$ cat src/rtl/simple16_trace_pkg.sv
// Shared constants for the simple16 write-commit trace buffer:
// state encodings and trace entry field widths.
package simple16_trace_pkg;

    localparam logic [1:0] ST_IDLE    = 2'd0;
    localparam logic [1:0] ST_ARMED   = 2'd1;
    localparam logic [1:0] ST_CAPTURE = 2'd2;
    localparam logic [1:0] ST_DONE    = 2'd3;

    localparam int PC_W = 16;
    localparam int RA_W = 3;
    localparam int RD_W = 16;
    localparam int ENTRY_FIXED_W = PC_W + RA_W + RD_W;

    // An entry is {ts, pc, waddr, wdata}; only the timestamp width varies.
    function automatic int entry_width(input int ts_w);
        return ts_w + ENTRY_FIXED_W;
    endfunction

endpackage

$ cat src/rtl/simple16_trace_fifo.sv
// Synchronous show-ahead FIFO: the head entry is always visible on head_data.
// A push into a full FIFO is accepted only when a pop happens in the same cycle.
module simple16_trace_fifo #(
    parameter int DEPTH = 16,
    parameter int WIDTH = 51
) (
    input  logic                     clk,
    input  logic                     rst,
    input  logic                     clear,
    input  logic                     push,
    input  logic [WIDTH-1:0]         push_data,
    input  logic                     pop,
    output logic [WIDTH-1:0]         head_data,
    output logic [$clog2(DEPTH):0]   count,
    output logic                     full,
    output logic                     empty
);

    localparam int AW = $clog2(DEPTH);
    localparam logic [AW:0] FULL_CNT = (AW + 1)'(DEPTH);

    logic [WIDTH-1:0] mem [DEPTH];
    logic [AW-1:0]    wr_ptr;
    logic [AW-1:0]    rd_ptr;
    logic [AW:0]      cnt;
    logic             do_push;
    logic             do_pop;

    assign full      = (cnt == FULL_CNT);
    assign empty     = (cnt == '0);
    assign do_pop    = pop && !empty;
    assign do_push   = push && (!full || do_pop);
    assign count     = cnt;
    assign head_data = mem[rd_ptr];

    // Pointers wrap naturally because DEPTH is a power of two.
    always_ff @(posedge clk) begin
        if (rst || clear) begin
            wr_ptr <= '0;
            rd_ptr <= '0;
            cnt    <= '0;
        end else begin
            if (do_push) wr_ptr <= wr_ptr + 1'b1;
            if (do_pop)  rd_ptr <= rd_ptr + 1'b1;
            case ({do_push, do_pop})
                2'b10:   cnt <= cnt + 1'b1;
                2'b01:   cnt <= cnt - 1'b1;
                default: cnt <= cnt;
            endcase
        end
    end

    always_ff @(posedge clk) begin
        if (do_push && !clear && !rst) mem[wr_ptr] <= push_data;
    end

endmodule

$ cat src/rtl/simple16_trace_buf.sv
// Captures simple16_cpu register-file write commits, stamped with PC and a
// free-running timestamp, into a FIFO drained through a valid/ready port.
module simple16_trace_buf
    import simple16_trace_pkg::*;
#(
    parameter int DEPTH = 16,
    parameter int TS_W  = 16
) (
    input  logic                    clk,
    input  logic                    rst,
    input  logic [PC_W-1:0]         obs_pc,
    input  logic                    obs_reg_we,
    input  logic [RA_W-1:0]         obs_reg_waddr,
    input  logic [RD_W-1:0]         obs_reg_wdata,
    input  logic                    arm,
    input  logic                    stop,
    input  logic                    trig_en,
    input  logic [PC_W-1:0]         trig_pc,
    output logic                    rd_valid,
    input  logic                    rd_ready,
    output logic [TS_W-1:0]         rd_ts,
    output logic [PC_W-1:0]         rd_pc,
    output logic [RA_W-1:0]         rd_waddr,
    output logic [RD_W-1:0]         rd_wdata,
    output logic [1:0]              state,
    output logic [$clog2(DEPTH):0]  count,
    output logic                    overflow
);

    localparam int ENTRY_W = entry_width(TS_W);

    logic [1:0]         state_q;
    logic [1:0]         state_d;
    logic [TS_W-1:0]    ts;
    logic               overflow_q;
    logic               trig_hit;
    logic               active;
    logic               cap;
    logic               pop;
    logic               drop;
    logic               full;
    logic               empty;
    logic [ENTRY_W-1:0] push_entry;
    logic [ENTRY_W-1:0] head_entry;

    assign trig_hit = trig_en ? (obs_pc == trig_pc) : 1'b1;

    always_comb begin
        active = 1'b0;
        case (state_q)
            ST_ARMED:   active = trig_hit;
            ST_CAPTURE: active = 1'b1;
            default:    active = 1'b0;
        endcase
    end

    // arm wins over everything else in its cycle, so it suppresses capture and pop.
    assign cap        = obs_reg_we && active && !arm;
    assign rd_valid   = !empty;
    assign pop        = rd_valid && rd_ready && !arm;
    assign drop       = cap && full && !pop;
    assign push_entry = {ts, obs_pc, obs_reg_waddr, obs_reg_wdata};

    always_comb begin
        state_d = state_q;
        if (arm) begin
            state_d = ST_ARMED;
        end else begin
            case (state_q)
                ST_ARMED: begin
                    if (stop || drop)  state_d = ST_DONE;
                    else if (trig_hit) state_d = ST_CAPTURE;
                end
                ST_CAPTURE: begin
                    if (stop || drop) state_d = ST_DONE;
                end
                default: state_d = state_q;
            endcase
        end
    end

    always_ff @(posedge clk) begin
        if (rst) begin
            state_q    <= ST_IDLE;
            ts         <= '0;
            overflow_q <= 1'b0;
        end else begin
            state_q <= state_d;
            ts      <= ts + 1'b1;
            if (arm)       overflow_q <= 1'b0;
            else if (drop) overflow_q <= 1'b1;
        end
    end

    simple16_trace_fifo #(
        .DEPTH (DEPTH),
        .WIDTH (ENTRY_W)
    ) u_fifo (
        .clk       (clk),
        .rst       (rst),
        .clear     (arm),
        .push      (cap),
        .push_data (push_entry),
        .pop       (pop),
        .head_data (head_entry),
        .count     (count),
        .full      (full),
        .empty     (empty)
    );

    assign rd_ts    = head_entry[ENTRY_W-1 -: TS_W];
    assign rd_pc    = head_entry[RA_W+RD_W +: PC_W];
    assign rd_waddr = head_entry[RD_W +: RA_W];
    assign rd_wdata = head_entry[RD_W-1:0];
    assign state    = state_q;
    assign overflow = overflow_q;

endmodule

$ cat config.mk
export PLATFORM = sky130hd
export DESIGN_NAME = simple16_trace_buf
export DESIGN_NICKNAME = d
export VERILOG_FILES = /design/src/rtl/simple16_trace_pkg.sv /design/src/rtl/simple16_trace_fifo.sv /design/src/rtl/simple16_trace_buf.sv
export SDC_FILE = /design/constraint.sdc
export NUM_CORES = 1
export LEC_CHECK = 0
export CELL_PAD_IN_SITES_DETAIL_PLACEMENT = 1
export CELL_PAD_IN_SITES_GLOBAL_PLACEMENT = 1
export CORE_ASPECT_RATIO = 0.8
export CORE_MARGIN = 5
export CORE_UTILIZATION = 35
export CTS_CLUSTER_SIZE = 14
export DETAILED_ROUTE_END_ITERATION = 12
export GPL_TIMING_DRIVEN = 0
export PLACE_DENSITY_LB_ADDON = 0.1
export SLEW_MARGIN = 20
export SYNTH_ARGS = -nofsm -noshare
export SYNTH_HDL_FRONTEND = slang
export SYNTH_SLANG_ARGS = --single-unit
$ cat constraint.sdc
create_clock -name clk -period 6.1 [get_ports clk]
set_input_delay 1.83 -clock clk [delete_from_list [all_inputs] [get_ports clk]]
set_output_delay 1.83 -clock clk [all_outputs]
set_load 0.05 [all_outputs]
=== Yosys cells after proc, flatten, opt, wreduce, memory -nomap -nowiden ===
Memory sizes are Yosys's and may differ from the RTL's. A register that Yosys moved wholly into a read port is not among the register bits.
Index checks and enable logic that the tools add are counted.

* Add/subtract/negate cells: 5
* Multiplexer cells: 12
* Reduce and logical (&&, ||, !) cells: 25
* Equality and inequality tests: 10

{| class="wikitable"
|+ Operators by type and width
! cell !! number
|-
| $add A16 B1 Y16 const B || 1
|-
| $eq A16 B16 Y1 || 1
|-
| $logic_and A1 B1 Y1 || 10
|-
| $pmux W5 S2 || 1
|-
| $add A4 B1 Y4 const B || 2
|-
| $mux W4 || 2
|-
| $mux W2 || 3
|-
| $ne A3 B3 Y1 const B || 2
|-
| $reduce_and A3 Y1 || 2
|-
| $add A5 B1 Y5 const B || 1
|-
| $eq A5 B5 Y1 const B || 1
|-
| $logic_not A1 Y1 || 5
|-
| $logic_not A5 Y1 || 1
|-
| $sub A5 B1 Y5 const B || 1
|-
| $eq A2 B1 Y1 const B || 2
|-
| $eq A2 B2 Y1 const B || 2
|-
| $mux W1 || 4
|-
| $ne A4 B4 Y1 const B || 1
|-
| $pmux W2 S2 || 1
|-
| $reduce_bool A2 Y1 || 2
|-
| $logic_or A1 B1 Y1 || 3
|-
| $reduce_bool A3 Y1 || 1
|-
| $ne A2 B2 Y1 const B || 1
|-
| $pmux W1 S2 || 1
|-
| $reduce_or A2 Y1 || 1
|}

* Memories: 1
* Bits in writable memories: 816
* Register bits: 32
* Bits of input ports: 58

{| class="wikitable"
|+ Memory list
! name !! words !! width !! read ports !! clocked after memory_dff !! wr ports !! line !! source
|-
| u_fifo.mem || 16 || 51 || 1 || 1 || 1 || simple16_trace_fifo.sv:22 || <nowiki>logic [WIDTH-1:0] mem [DEPTH];</nowiki>
|}

=== Depth between registers and ports, before layout ===
* Word-level depth: 11
* Gate-level depth with buffers: 12

=== By module ===
From an unflattened synthesis, not the netlist that was laid out.

* Cells, all modules: 1502
* Area, all modules: 32547.5 um^2

{| class="wikitable"
|+ Modules (own cells, without submodules)
! module !! cells each !! sequential area each (um^2) !! times used !! area an instance (um^2)
|-
| simple16_trace_fifo || 1380 || 24843.8 || 1 || 31471.4
|-
| simple16_trace_buf || 122 || 380.4 || 1 || 1076.0
|}

=== Worst setup path before layout ===
No wires, ideal clock.

* Kind: input-to-reg
* Start point: in trig_pc[10]
* End point: mem u_fifo.mem[15][0] (enable)
* Cell stages on the path: 8
* Required time: 5.640 ns
* Library setup time: 0.460 ns
* Data arrival time: 5.304 ns
* Path slack: 0.336 ns
* Path through: xnor2_1 nand4_1 o41ai_4 a21o_4 and3_1 buf_6 nand2_1 nor2_1

* Cells in the longest elaborated chain, start to end: 10

{| class="wikitable"
|+ Ends and longest elaborated chain
! element !! line !! source
|-
| start: declaration || simple16_trace_buf.sv:18 || <nowiki>input logic [PC_W-1:0] trig_pc,</nowiki>
|-
| $eq A16 B16 Y1 || simple16_trace_buf.sv:46 || <nowiki>assign trig_hit = trig_en ? (obs_pc == trig_pc) : 1'b1;</nowiki>
|-
| $mux W1 || simple16_trace_buf.sv:46 ||
|-
| $pmux W1 S2 || simple16_trace_buf.sv:50 || <nowiki>case (state_q)</nowiki>
|-
| $logic_and A1 B1 Y1 (2 in a row) || simple16_trace_buf.sv:58 || <nowiki>assign cap = obs_reg_we && active && !arm;</nowiki>
|-
| $logic_and A1 B1 Y1 || simple16_trace_fifo.sv:32 || <nowiki>assign do_push = push && (!full || do_pop);</nowiki>
|-
| $logic_and A1 B1 Y1 (2 in a row) || simple16_trace_fifo.sv:54 || <nowiki>if (do_push && !clear && !rst) mem[wr_ptr] <= push_data;</nowiki>
|-
| $mux W1 || simple16_trace_fifo.sv:54 ||
|-
| $mux W1 (implied by the code) || simple16_trace_fifo.sv:54 ||
|-
| end: declaration || simple16_trace_fifo.sv:22 ||
|}

Every way passes these cells.

==> flow_results.xml <==
<?xml version="1.0" encoding="UTF-8"?>
<metrics>
  <group name="logic_synthesis">
    <metric name="synth-async-reset-ratio" unit="%">0</metric>
    <metric name="synthesis.instances" unit="">1360</metric>
    <metric name="synth_sequential_area_ratio" unit="%">77.76</metric>
    <metric name="synthesis.yosys.warnings" unit="">0</metric>
    <metric name="yosys.cell_types.count" unit="">41</metric>
    <metric name="syn-cell-area" unit="mm^2">0.03244</metric>
    <metric name="ys_seq_elements" unit="">852</metric>
    <metric name="post_synth.cell_area_avg" unit="um^2">23.85</metric>
    <metric name="synth-edff-count" unit="">816</metric>
    <metric name="synth_top_flop_cell" unit="">sky130_fd_sc_hd__edfxtp_1</metric>
    <metric name="synth_fp_nets" unit="">1428</metric>
  </group>
  <group name="setup_path">
    <metric name="startpoint_type" unit="">flop</metric>
    <metric name="cell_with_the_largest_stage_delay_on_the_worst_path" unit="">sky130_fd_sc_hd__clkdlybuf4s50_1</metric>
    <metric name="worst_ep_required_time" unit="ps">4270</metric>
    <metric name="critical-path-top-delay-family" unit="">buffers and inverters</metric>
    <metric name="timing.critical_path.fanout_max" unit="">10</metric>
    <metric name="cp_slowest_stage_delay" unit="ps">750</metric>
    <metric name="endpoint_kind" unit="">output port</metric>
    <metric name="cp_cell_sequence" unit="">clkbuf_1, clkbuf_4, buf_4, mux4_2, mux4_2, clkdlybuf4s50_1</metric>
    <metric name="critical_path.most_common_cell" unit="">sky130_fd_sc_hd__mux4_2</metric>
    <metric name="worst_ep_arrival_time" unit="ps">4140</metric>
    <metric name="critical_path_class" unit="">flop to output port</metric>
    <metric name="critical_path_buf_inv_count" unit="">4</metric>
  </group>
  <group name="drt">
    <metric name="initialDrtViolationCount" unit="">1156</metric>
    <metric name="firstDrtPassIters" unit="">5</metric>
    <metric name="drt-vias-per-instance" unit="">5.203</metric>
    <metric name="drt_drc_violations_left" unit="">0</metric>
    <metric name="route.final.wire_length" unit="um">83800</metric>
    <metric name="avgRoutedWirePerCell" unit="um">28.79</metric>
    <metric name="detailroute.via_count" unit="">15145</metric>
    <metric name="drtAntennaViolNets" unit="">0</metric>
  </group>
  <group name="clocking">
    <metric name="cts_max_level" unit="">3</metric>
    <metric name="cts_made_buffers" unit="">91</metric>
    <metric name="tritoncts" unit="">yes</metric>
    <metric name="clockBufferDepth" unit="">3</metric>
    <metric name="clk-insertion-delay-late" unit="ps">650</metric>
    <metric name="clockRootBuffer" unit="">sky130_fd_sc_hd__clkbuf_16</metric>
    <metric name="post_cts_setup_buffer_count" unit="">0</metric>
    <metric name="clock_sinks" unit="">852</metric>
    <metric name="cts.reportedPaths.clkPinSlew" unit="ps">60</metric>
  </group>
  <group name="power">
    <metric name="power.density" unit="mW/mm^2">297.5</metric>
    <metric name="vdd.ir_drop.worst" unit="uV">207.2</metric>
    <metric name="leak_pwr" unit="nW">11.96</metric>
    <metric name="power.total" unit="mW">11.70</metric>
  </group>
  <group name="floorplanning">
    <metric name="io_pins" unit="">118</metric>
    <metric name="core_region" unit="mm^2">0.09154</metric>
    <metric name="die_height" unit="um">282.3</metric>
    <metric name="horizontal_die_dimension" unit="um">350.4</metric>
    <metric name="row_count" unit="">99</metric>
    <metric name="die_area" unit="mm^2">0.09891</metric>
    <metric name="initial_core_util" unit="%">35.44</metric>
  </group>
  <group name="placed_design">
    <metric name="gp_routability_congestion" unit="">0.6934</metric>
    <metric name="place_hpwl" unit="um">54110</metric>
    <metric name="place_inst" unit="">2741</metric>
    <metric name="place.port_buffers" unit="">117</metric>
    <metric name="placement.cell_area" unit="mm^2">0.03649</metric>
  </group>
  <group name="layout">
    <metric name="layout-drive-gt1-share" unit="%">29.82</metric>
    <metric name="area_overhead_vs_synth" unit="%">21.26</metric>
    <metric name="finish.cell_count_without_fillers" unit="">2911</metric>
    <metric name="final_design_area_no_fill" unit="mm^2">0.03934</metric>
    <metric name="finish.net_count" unit="">1690</metric>
  </group>
  <group name="sta">
    <metric name="slew-limit-headroom" unit="%">27.41</metric>
    <metric name="grt_setup_unrepaired" unit="">no</metric>
    <metric name="fin_hold_ws" unit="ps">493.2</metric>
    <metric name="hold_viol" unit="">0</metric>
    <metric name="clock_skew" unit="ps">18.23</metric>
    <metric name="max_freq" unit="GHz">0.1676</metric>
    <metric name="setup_viol" unit="">0</metric>
    <metric name="finalCriticalPeriod" unit="ps">5967</metric>
    <metric name="worstMarginPinSlew" unit="ps">1089</metric>
    <metric name="timing.final.crit_share" unit="%">97.83</metric>
    <metric name="drv_slew" unit="">0</metric>
  </group>
  <group name="global_route">
    <metric name="globalRoute.totalOverflow" unit="">0</metric>
    <metric name="track_usage" unit="%">17.11</metric>
    <metric name="grt_max_degree" unit="">21</metric>
    <metric name="first_pass_grt_wire_length" unit="um">120200</metric>
    <metric name="first_global_vias" unit="">16414</metric>
    <metric name="antenna_found_initial" unit="">2</metric>
  </group>
  <group name="job">
    <metric name="cap_viol_max_count" unit="">0</metric>
  </group>
  <group name="outcome">
    <metric name="outcome" unit="">finished, final reports clean</metric>
  </group>
  <group name="worst_hold_path">
    <metric name="holdCritPathClass" unit="">flop to flop</metric>
  </group>
</metrics>
## cell usage after synthesis (all sizes together), types with 2 or more instances
cell type  count  area (um^2)
mux4         255         5743
or3            4        25.02
and2           2        12.51
mux2i          5        50.05
o21ai          5        25.02
a21o           2        23.77
buf           25        118.9
ha            10        125.1
nand4          8        50.05
dfxtp         36        720.7
xor2          19        166.4
edfxtp       816        24500
nand3         11        55.05
a21oi          9        56.31
clkbuf        42        157.7
and3           5        31.28
inv            9        33.78
nor2          51        191.4
nand2         11        41.29
xnor2         20        175.2
## cell families after synthesis
family          after synthesis  share of synthesized area, %
compound gates               23                        0.5593
fa+ha+maj                    10                        0.3857
mux                         260                         17.86
buf+inv                      76                        0.9565
xor+xnor                     39                         1.053
simple gates                100                         1.431
flops                       852                         77.76
## flip-flops by register name (all words and copies together) (netlist names), named ones only
register,cells
u_fifo.mem,816
ts,16
u_fifo.rd_ptr,4
state,2
u_fifo.count,5
overflow,1
u_fifo.wr_ptr,4
## power breakdown
group	switching [mW]	internal, mW	leakage (nW)	total (mW)
sequential	0.00973	6.39	7.69	6.40
combinational	0.115	0.0708	2.93	0.186
clock	2.24	2.88	1.35	5.12
total	2.36	9.34	12.0	11.7
## worst min-delay path, stage by stage (launching register included)
cell and delay (ps):
sky130_fd_sc_hd__dfxtp_1 330, sky130_fd_sc_hd__a21oi_1 40, sky130_fd_sc_hd__nor2_1 80
## path summary, 6_finish.rpt
path	start	slack, ps	endpoint	cells past startpoint
setup / recovery	flop	130	rd_ts[2]	6
hold / removal	overflow	490	overflow	2
setup reg to reg	state[0]	2930	u_fifo.mem[8][4]	11
hold reg to reg	overflow	490	overflow	2
## stage by stage
step	setup slack, ps	util [%]	setup TNS, ps
after global routing	0.1577	42.97	0
after CTS	-34.18	42.95	-128.4
after floorplan	335.9	-	0
after global placement	-5069	38.37	-3761160
final	132.6	42.97	0
after detailed placement	-167.8	39.86	-21250
## area by class of cell
type                            instances  area, um^2
Sequential cell                       852       25220
Antenna cell                            2       5.005
Inverter                                9       33.78
Fill cell                            8304       52200
Clock buffer                          119        2454
Timing Repair Buffer                  169        2400
Buffer                                 67       371.6
Multi-Input combinational cell        432        7025
Tap cell                             1212        1516
Clock inverter                         49       306.5
## layout by cell type (no fill, tap or decap), drive strengths merged, types with 2 or more instances in the layout
cell type	n
a21o	2
a21oi	9
and2	2
and3	5
buf	68
clkbuf	168
clkdlybuf4s50	117
clkinv	40
clkinvlp	5
dfxtp	36
diode	2
edfxtp	816
ha	10
inv	12
mux2i	5
mux4	255
nand2	11
nand3	11
nand4	8
nor2	51
o21ai	5
or3	4
xnor2	20
xor2	19
## routing by layer
metal / share of wire, % / vias to the layer above / global-route usage [%] / routed length, um
li1: - / 6337 / - / -
met1: 45 / 8377 / 24.04 / 37330
met2: 49 / 334 / 28.68 / 41430
met3: 4.3 / 97 / 2.963 / 3630
met4: 1.7 / 0 / 3.153 / 1409
met5: 0 / - / 0 / 0
## timing repair
action | CTS | global route
gates resized for setup | 37 | 7
hold buffers | 0 | 0
setup endpoints to repair | 51 | 42
No activity file was read; power rests on OpenSTA's default activity.
